<file path="src/rtl/fp_div_sequencer.sv">
// Sequential floating-point divider: restoring mantissa division, one quotient bit per cycle,
// followed by a single normalize/pack cycle. Exponent 0 encodes zero; there are no denormals.
module fp_div_sequencer #(
  parameter int unsigned EXP_WIDTH      = 8,
  parameter int unsigned MANTISSA_WIDTH = 23
) (
  input  logic                                clk_in,
  input  logic                                rst_n_in,
  input  logic                                start_in,
  input  logic [EXP_WIDTH+MANTISSA_WIDTH:0]   a_in,
  input  logic [EXP_WIDTH+MANTISSA_WIDTH:0]   b_in,
  output logic [EXP_WIDTH+MANTISSA_WIDTH:0]   result_out,
  output logic                                busy_out,
  output logic                                done_out,
  output logic                                underflow_out,
  output logic                                overflow_out,
  output logic                                div_by_zero_out
);

  localparam int unsigned W     = 1 + EXP_WIDTH + MANTISSA_WIDTH;
  localparam int unsigned N     = MANTISSA_WIDTH + 2;
  localparam int unsigned EW2   = EXP_WIDTH + 2;
  localparam int unsigned BIAS  = (2 ** (EXP_WIDTH - 1)) - 1;
  localparam int unsigned EMAX  = (2 ** EXP_WIDTH) - 1;
  localparam int unsigned CNT_W = $clog2(N + 1);

  typedef enum logic [1:0] {
    S_IDLE      = 2'd0,
    S_DIVIDE    = 2'd1,
    S_NORMALIZE = 2'd2,
    S_DONE      = 2'd3
  } state_e;

  state_e                        state_q, state_d;
  logic                          pend_q, pend_d;
  logic [CNT_W-1:0]              cnt_q, cnt_d;
  logic                          sign_q, sign_d;
  logic                          a_zero_q, a_zero_d;
  logic                          b_zero_q, b_zero_d;
  logic [EW2-1:0]                e_q, e_d;
  logic [N-1:0]                  rem_q, rem_d;
  logic [N-1:0]                  div_q, div_d;
  logic [N-1:0]                  quo_q, quo_d;
  logic [W-1:0]                  result_q, result_d;
  logic                          uf_q, uf_d;
  logic                          of_q, of_d;
  logic                          dz_q, dz_d;
  logic                          busy_q, busy_d;
  logic                          done_q, done_d;

  logic                          qbit;
  logic [N-1:0]                  rem_sub;
  logic [EW2-1:0]                e_n;
  logic [MANTISSA_WIDTH-1:0]     frac;

  // Next-state and datapath
  always_comb begin
    state_d  = state_q;
    pend_d   = pend_q;
    cnt_d    = cnt_q;
    sign_d   = sign_q;
    a_zero_d = a_zero_q;
    b_zero_d = b_zero_q;
    e_d      = e_q;
    rem_d    = rem_q;
    div_d    = div_q;
    quo_d    = quo_q;
    result_d = result_q;
    uf_d     = uf_q;
    of_d     = of_q;
    dz_d     = dz_q;
    done_d   = 1'b0;
    qbit     = 1'b0;
    rem_sub  = rem_q;
    e_n      = e_q;
    frac     = '0;

    case (state_q)
      S_IDLE: begin
        if (pend_q) begin
          // Operands were latched on the previous edge; dispatch special or normal path.
          pend_d = 1'b0;
          if (b_zero_q) begin
            result_d = {sign_q, {EXP_WIDTH{1'b1}}, {MANTISSA_WIDTH{1'b0}}};
            dz_d     = 1'b1;
            done_d   = 1'b1;
            state_d  = S_DONE;
          end else if (a_zero_q) begin
            result_d = {sign_q, {(W-1){1'b0}}};
            done_d   = 1'b1;
            state_d  = S_DONE;
          end else begin
            cnt_d   = '0;
            state_d = S_DIVIDE;
          end
        end else if (start_in) begin
          pend_d   = 1'b1;
          sign_d   = a_in[W-1] ^ b_in[W-1];
          a_zero_d = (a_in[W-2:MANTISSA_WIDTH] == '0);
          b_zero_d = (b_in[W-2:MANTISSA_WIDTH] == '0);
          e_d      = EW2'(a_in[W-2:MANTISSA_WIDTH]) - EW2'(b_in[W-2:MANTISSA_WIDTH])
                     + EW2'(BIAS);
          rem_d    = {1'b0, 1'b1, a_in[MANTISSA_WIDTH-1:0]};
          div_d    = {1'b0, 1'b1, b_in[MANTISSA_WIDTH-1:0]};
          quo_d    = '0;
          uf_d     = 1'b0;
          of_d     = 1'b0;
          dz_d     = 1'b0;
        end
      end

      S_DIVIDE: begin
        if (rem_q >= div_q) begin
          qbit    = 1'b1;
          rem_sub = rem_q - div_q;
        end
        rem_d = rem_sub << 1;
        quo_d = {quo_q[N-2:0], qbit};
        cnt_d = cnt_q + CNT_W'(1);
        if (cnt_q == CNT_W'(N - 1)) begin
          state_d = S_NORMALIZE;
        end
      end

      S_NORMALIZE: begin
        // Quotient lies in (0.5, 2): either keep the exponent or shift left by one.
        if (quo_q[N-1]) begin
          e_n  = e_q;
          frac = quo_q[N-2:1];
        end else begin
          e_n  = e_q - EW2'(1);
          frac = quo_q[N-3:0];
        end
        if (e_n[EW2-1] || (e_n == '0)) begin
          result_d = {sign_q, {(W-1){1'b0}}};
          uf_d     = 1'b1;
        end else if (e_n >= EW2'(EMAX)) begin
          result_d = {sign_q, {EXP_WIDTH{1'b1}}, {MANTISSA_WIDTH{1'b0}}};
          of_d     = 1'b1;
        end else begin
          result_d = {sign_q, e_n[EXP_WIDTH-1:0], frac};
        end
        done_d  = 1'b1;
        state_d = S_DONE;
      end

      S_DONE: begin
        state_d = S_IDLE;
      end

      default: begin
        state_d = S_IDLE;
      end
    endcase

    busy_d = (state_d != S_IDLE);
  end

  // State and datapath registers
  always_ff @(posedge clk_in) begin
    if (!rst_n_in) begin
      state_q  <= S_IDLE;
      pend_q   <= 1'b0;
      cnt_q    <= '0;
      sign_q   <= 1'b0;
      a_zero_q <= 1'b0;
      b_zero_q <= 1'b0;
      e_q      <= '0;
      rem_q    <= '0;
      div_q    <= '0;
      quo_q    <= '0;
      result_q <= '0;
      uf_q     <= 1'b0;
      of_q     <= 1'b0;
      dz_q     <= 1'b0;
      busy_q   <= 1'b0;
      done_q   <= 1'b0;
    end else begin
      state_q  <= state_d;
      pend_q   <= pend_d;
      cnt_q    <= cnt_d;
      sign_q   <= sign_d;
      a_zero_q <= a_zero_d;
      b_zero_q <= b_zero_d;
      e_q      <= e_d;
      rem_q    <= rem_d;
      div_q    <= div_d;
      quo_q    <= quo_d;
      result_q <= result_d;
      uf_q     <= uf_d;
      of_q     <= of_d;
      dz_q     <= dz_d;
      busy_q   <= busy_d;
      done_q   <= done_d;
    end
  end

  assign result_out      = result_q;
  assign busy_out        = busy_q;
  assign done_out        = done_q;
  assign underflow_out   = uf_q;
  assign overflow_out    = of_q;
  assign div_by_zero_out = dz_q;

endmodule

</file>
<file path="config.mk">
export PLATFORM = sky130hd
export DESIGN_NAME = fp_div_sequencer
export DESIGN_NICKNAME = d
export VERILOG_FILES = /design/src/rtl/fp_div_sequencer.sv
export SDC_FILE = /design/constraint.sdc
export NUM_CORES = 1
export LEC_CHECK = 0
export BUFFER_PORTS_ARGS = -buffer_cell sky130_fd_sc_hd__buf_2
export CAP_MARGIN = 30
export CORE_UTILIZATION = 52
export DETAILED_ROUTE_END_ITERATION = 8
export GPL_TIMING_DRIVEN = 0
export PLACE_DENSITY_LB_ADDON = 0.25
export SLEW_MARGIN = 0
export SYNTH_ARGS = -nofsm -noshare
export SYNTH_HDL_FRONTEND = slang
export SYNTH_SLANG_ARGS = --single-unit
</file>
<file path="constraint.sdc">
create_clock -name clk_in -period 2.65 [get_ports clk_in]
set_input_delay 0.3975 -clock clk_in [delete_from_list [all_inputs] [get_ports clk_in]]
set_output_delay 0.3975 -clock clk_in [all_outputs]
set_load 0.01 [all_outputs]
</file>
-- Word-level counts from Yosys, hierarchy flattened
Index checks and enable logic that the tools add are counted.
- word-level logic and storage cells: 96
- output and inout port bits: 37
- input port bits: 67
- bits in registers: 132
- reductions and logical operators: 16
- muxes and demuxes: 41
- bitwise operators: 2
- add/subtract/negate cells: 5
- equal/unequal tests: 14
- magnitude comparators: 2
- operator list (operator ; count):
    25-bit two-way mux ; 4
    25-bit case mux with 2 select lines ; 2
    32-bit two-way mux ; 3
    32-bit case mux with 2 select lines ; 1
    31-bit two-way mux ; 2
    25-bit by 24-bit greater-or-equal comparator with 1-bit output ; 1
    24-bit two-way mux ; 1
    24-bit subtractor ; 1
    23-bit two-way mux ; 1
    10-bit two-way mux ; 2
    8-bit zero test ; 2
    2-bit inequality test (second input constant) ; 8
    5-bit two-way mux ; 3
    1-bit two-way mux ; 13
    3-bit AND reduction ; 4
    9-bit by 8-bit adder with 10-bit output (second input constant) ; 1
    10-bit by 8-bit greater-or-equal comparator with 1-bit output (second input constant) ; 1
    10-bit zero test ; 1
    5-bit case mux with 2 select lines ; 1
    10-bit by 1-bit subtractor with 10-bit output (second input constant) ; 1
    8-bit by 8-bit subtractor with 9-bit output ; 1
    2-bit two-way mux ; 4
    2-bit case mux with 4 select lines ; 1
    4-bit AND reduction ; 2
    other kinds (13) ; 19

-- Longest topological paths before layout
- word-level depth: 7
- mapped depth: 12

-- Worst setup path before layout
No wires, ideal clock.
- path kind: register -> register
- start point: register div_q[3]
- end point: register rem_q[12]
- setup slack: 0.074 ns
- arrival: 2.445 ns
- cell stages (with the launch flop): 12
- cells stage by stage: dfxtp_1 inv_1 ha_1 a21o_1 a21oi_1 a21oi_1 o21ai_0 a211oi_2 or2_2 buf_2 a311oi_1 a21oi_1
- word-level cells in the longest chain between the ends: 3
- elaborated cells between the ends (all ways): 4
- those cells by class: add/sub: 1; order compare: 1; mux: 2
- ends and longest elaborated chain (item ; line ; source):
    start, declared ; 42 ; logic [N-1:0] div_q, div_d;
    start signal, assigned ; 187 ; div_q <= div_d;
    24-bit subtractor or 25-bit by 24-bit greater-or-equal comparator with 1-bit output (tied branches) ; 115, 113 ;
    24-bit two-way mux * ; 113 ; if (rem_q >= div_q) begin
    25-bit case mux with 2 select lines * ; 78 ; case (state_q)
    end signal, assigned ; 186 ; rem_q <= rem_d;
    end, declared ; 41 ; logic [N-1:0] rem_q, rem_d;
Every way passes the cells marked *; elsewhere a longest branch is shown, timed or not.
A chain may end at the register's enable or synchronous reset.

-- Worst setup path in the final report
- start point: register rem_q[19]
- end point: register rem_q[16]
- word-level cells in the longest chain between the ends: 3
- ends and longest elaborated chain (item ; line):
    25-bit by 24-bit greater-or-equal comparator with 1-bit output ; 113
    24-bit two-way mux ; 113
    25-bit case mux with 2 select lines ; 78
Every way passes these cells.

==> flow_summary.toml <==
[status]
outcome = "complete, but fails checks"
violations = "negative setup slack"

[placed_design]
hpwl_microns = 14200
portBuffers = 103
place_area_sq_um = 8110
place_inst = 1189
gp_congestion = 0.930

[sta]
period_minus_slack_ps = 2800
finalSetupViolCount = 11
layout_worst_path_cycle_share_pct = 106
tightest_slew_ps = 720
slew_headroom_pct = 52.0
fin_hold_ws_ps = 205
rsz0062_at_grt = "true"
fin_skew_ps = 5.97
max_freq_mhz = 358
finalHoldViolations = 0
setup_slack_ps = -147
drv_slew = 0
fin_setup_tns_ps = -549

[drt]
dr.pass1.iters = 7
wl_per_cell_microns = 16.6
met2_length_microns = 9530
antenna_left = 0
drt-initial-drc-count = 636
wl_met3_microns = 1600
routed.top_layer = "met4"
num_vias = 7336
wl_met1_microns = 8910
viasPerCell = 5.89
wirelength_microns = 20700
drc = 0

[setup_path]
crit_type = "reg2reg"
rrSetupSlack_ps = -150
crit_path_max_fanout = 10
cp-end-kind = "flop"
arrival_ps = 3090
worstPathRequired_ps = 2940
start_kind = "flop"

[pwr]
combPwrFrac_pct = 34.6
netSwitchingFraction_pct = 33.7
leakagePower_nw = 3.80
switching_power_mw = 2.39
p_seq_share_pct = 31.1
total_power_mw = 7.09
peakVddDrop_mv = 0.551
p_clk_share_pct = 34.2
power_density_nw_per_um2 = 761
p_int_mw = 4.70

[global_route]
grt_usage_pct = 27.8
grt_max_degree = 17
grt_pass1_vias = 6676
grt_overflow_total = 0
grt_pass1_wl_microns = 32100
antenna_found_initial = 0

[die]
num_rows = 43
fp.dieH_microns = 121
die_w_microns = 121
core_area_sq_um = 13800
start_util_pct = 53.3
die-area_sq_um = 14700
ios = 104

[cts]
clockBufferDepth = 2
hold_buffers = 0
cts_sinks = 132
clk_pin_slew_worst_paths_ps = 60
htreeDepth = 4
insertion_delay_ps = 430
cts_buffers = 17
cts_root_buf = "clkbuf_16"
cts_tree = "yes"

[run]
drv_cap = 0

[logic_synthesis]
synth_cells = 906
ys_async_sr_fraction_pct = 0
ys_ff_latch = 132
synth-edff-count = 0
netlist_area_sq_um = 7370
yosysSeqAreaShare_pct = 35.9
syn_nets = 1011
dominantRegCellSynth = "dfxtp_1"
syn_avg_cell_area_sq_um = 8.14
yosys_warnings = 0
synth_cell_types = 67

[cells_and_area]
final_design_area_no_fill_sq_um = 9310
final_cell_mix = "nand2_1 (125), dfxtp_1 (125), buf_2 (104)"
drive_gt1_share_pct = 24.2
syn_to_final_growth_pct = 26.3
finalNetCount = 1157
finalNonFillerCells = 1245
antenna_cells = 0

[min_path]
hold_class = "in2reg"
worst max-delay path, cell delays in order, from the launching register on:
cell	delay [ps]
dfxtp_1	370
ha_2	410
and4_1	230
nand2_1	80
or3_1	390
a211oi_2	260
buf_4	200
clkbuf_4	220
nor3_1	80
a221oi_1	300
a21oi_1	110
cells by family after synthesis:
family,share of synthesized area (%)
muxes,4.07
DFF,35.9
and+or+nand+nor,17.6
buffers and inverters,5.58
xor gates and xnor gates,3.92
AOI/OAI and AO/OA,26.3
adders and majority gates,6.65
metrics by stage:
stage / worst slack [ps] / utilization (%)
floorplan: 74.0 / -
global placement: -547 / 58.7
detailed placement: -541 / 58.7
CTS: 1.00 / 64.4
global route: -238 / 67.4
finish: -147 / 67.4
flip-flops by register name, indices dropped and copies added, names as in the netlist:
signal	count
busy_out	1
done_out	1
result_out	32
div_by_zero_out	1
b_zero_q	1
div_q	24
overflow_out	1
rem_q	25
sign_q	1
a_zero_q	1
underflow_out	1
cnt_q	5
pend_q	1
state_q	2
e_q	10
quo_q	25
routing by layer:
layer | GRT usage, % | vias up
met2 | 44.0 | 338
met5 | 0 | -
met1 | 36.0 | 3401
met3 | 6.06 | 56
met4 | 12.8 | 0
li1 | - | 3541
final timing paths:
check	startpoint	to	cells after the start
setup / recovery	rem_q[19]	rem_q[16]	10
hold / removal	b_in[19]	div_q[19]	3
setup reg to reg	rem_q[19]	rem_q[16]	10
hold reg to reg	result_out[7]	result_out[7]	2
synth_stat cells, types with 4 or more instances:
cell | instances | area, sq um
dfxtp_1 | 132 | 2640
nand2_1 | 128 | 480
a21oi_1 | 95 | 475
o21ai_0 | 54 | 270
inv_1 | 52 | 195
nor2_1 | 51 | 191
clkbuf_1 | 36 | 135
ha_1 | 36 | 450
mux2i_1 | 30 | 300
a22o_1 | 24 | 210
o21ai_2 | 21 | 184
a31oi_1 | 20 | 125
nor3_1 | 19 | 95.1
a21o_1 | 18 | 135
xor2_1 | 18 | 158
nand3_1 | 16 | 80.1
xnor2_1 | 15 | 131
nor4_1 | 9 | 56.3
o211ai_1 | 9 | 67.6
a211oi_1 | 8 | 60.1
nor2b_1 | 8 | 50.1
nand2b_1 | 7 | 43.8
nand4_1 | 7 | 43.8
o21a_1 | 7 | 52.6
or2_2 | 6 | 37.5
or3_1 | 5 | 31.3
a41oi_1 | 4 | 35.0
and3_1 | 4 | 25.0
layout make-up:
class / instances / area [sq um]
Clock inverter: 12 / 154
Multi-Input combinational cell: 676 / 4640
Buffer: 45 / 253
Timing Repair Buffer: 127 / 732
Tap cell: 180 / 225
Inverter: 53 / 199
Fill cell: 1114 / 4510
Clock buffer: 20 / 457
Sequential cell: 132 / 2650
power by group through the flow:
stage	clock [mW]	combinational, mW	sequential, mW
finish	2.43	2.45	2.21
global route	2.55	2.63	2.22
CTS	2.45	2.00	2.19
detailed placement	0	1.83	2.23
global placement	0	1.82	2.23
floorplan	0	1.40	2.20
what timing repair did:
| item | CTS | global route |
|---|---|---|
| cloned | 0 | 1 |
| buffers inserted | 9 | 14 |
| gates resized for setup | 26 | 67 |
| pin swaps | 9 | 24 |
| setup endpoints to repair | 25 | 56 |
No activity file was read; power rests on OpenSTA's default activity.
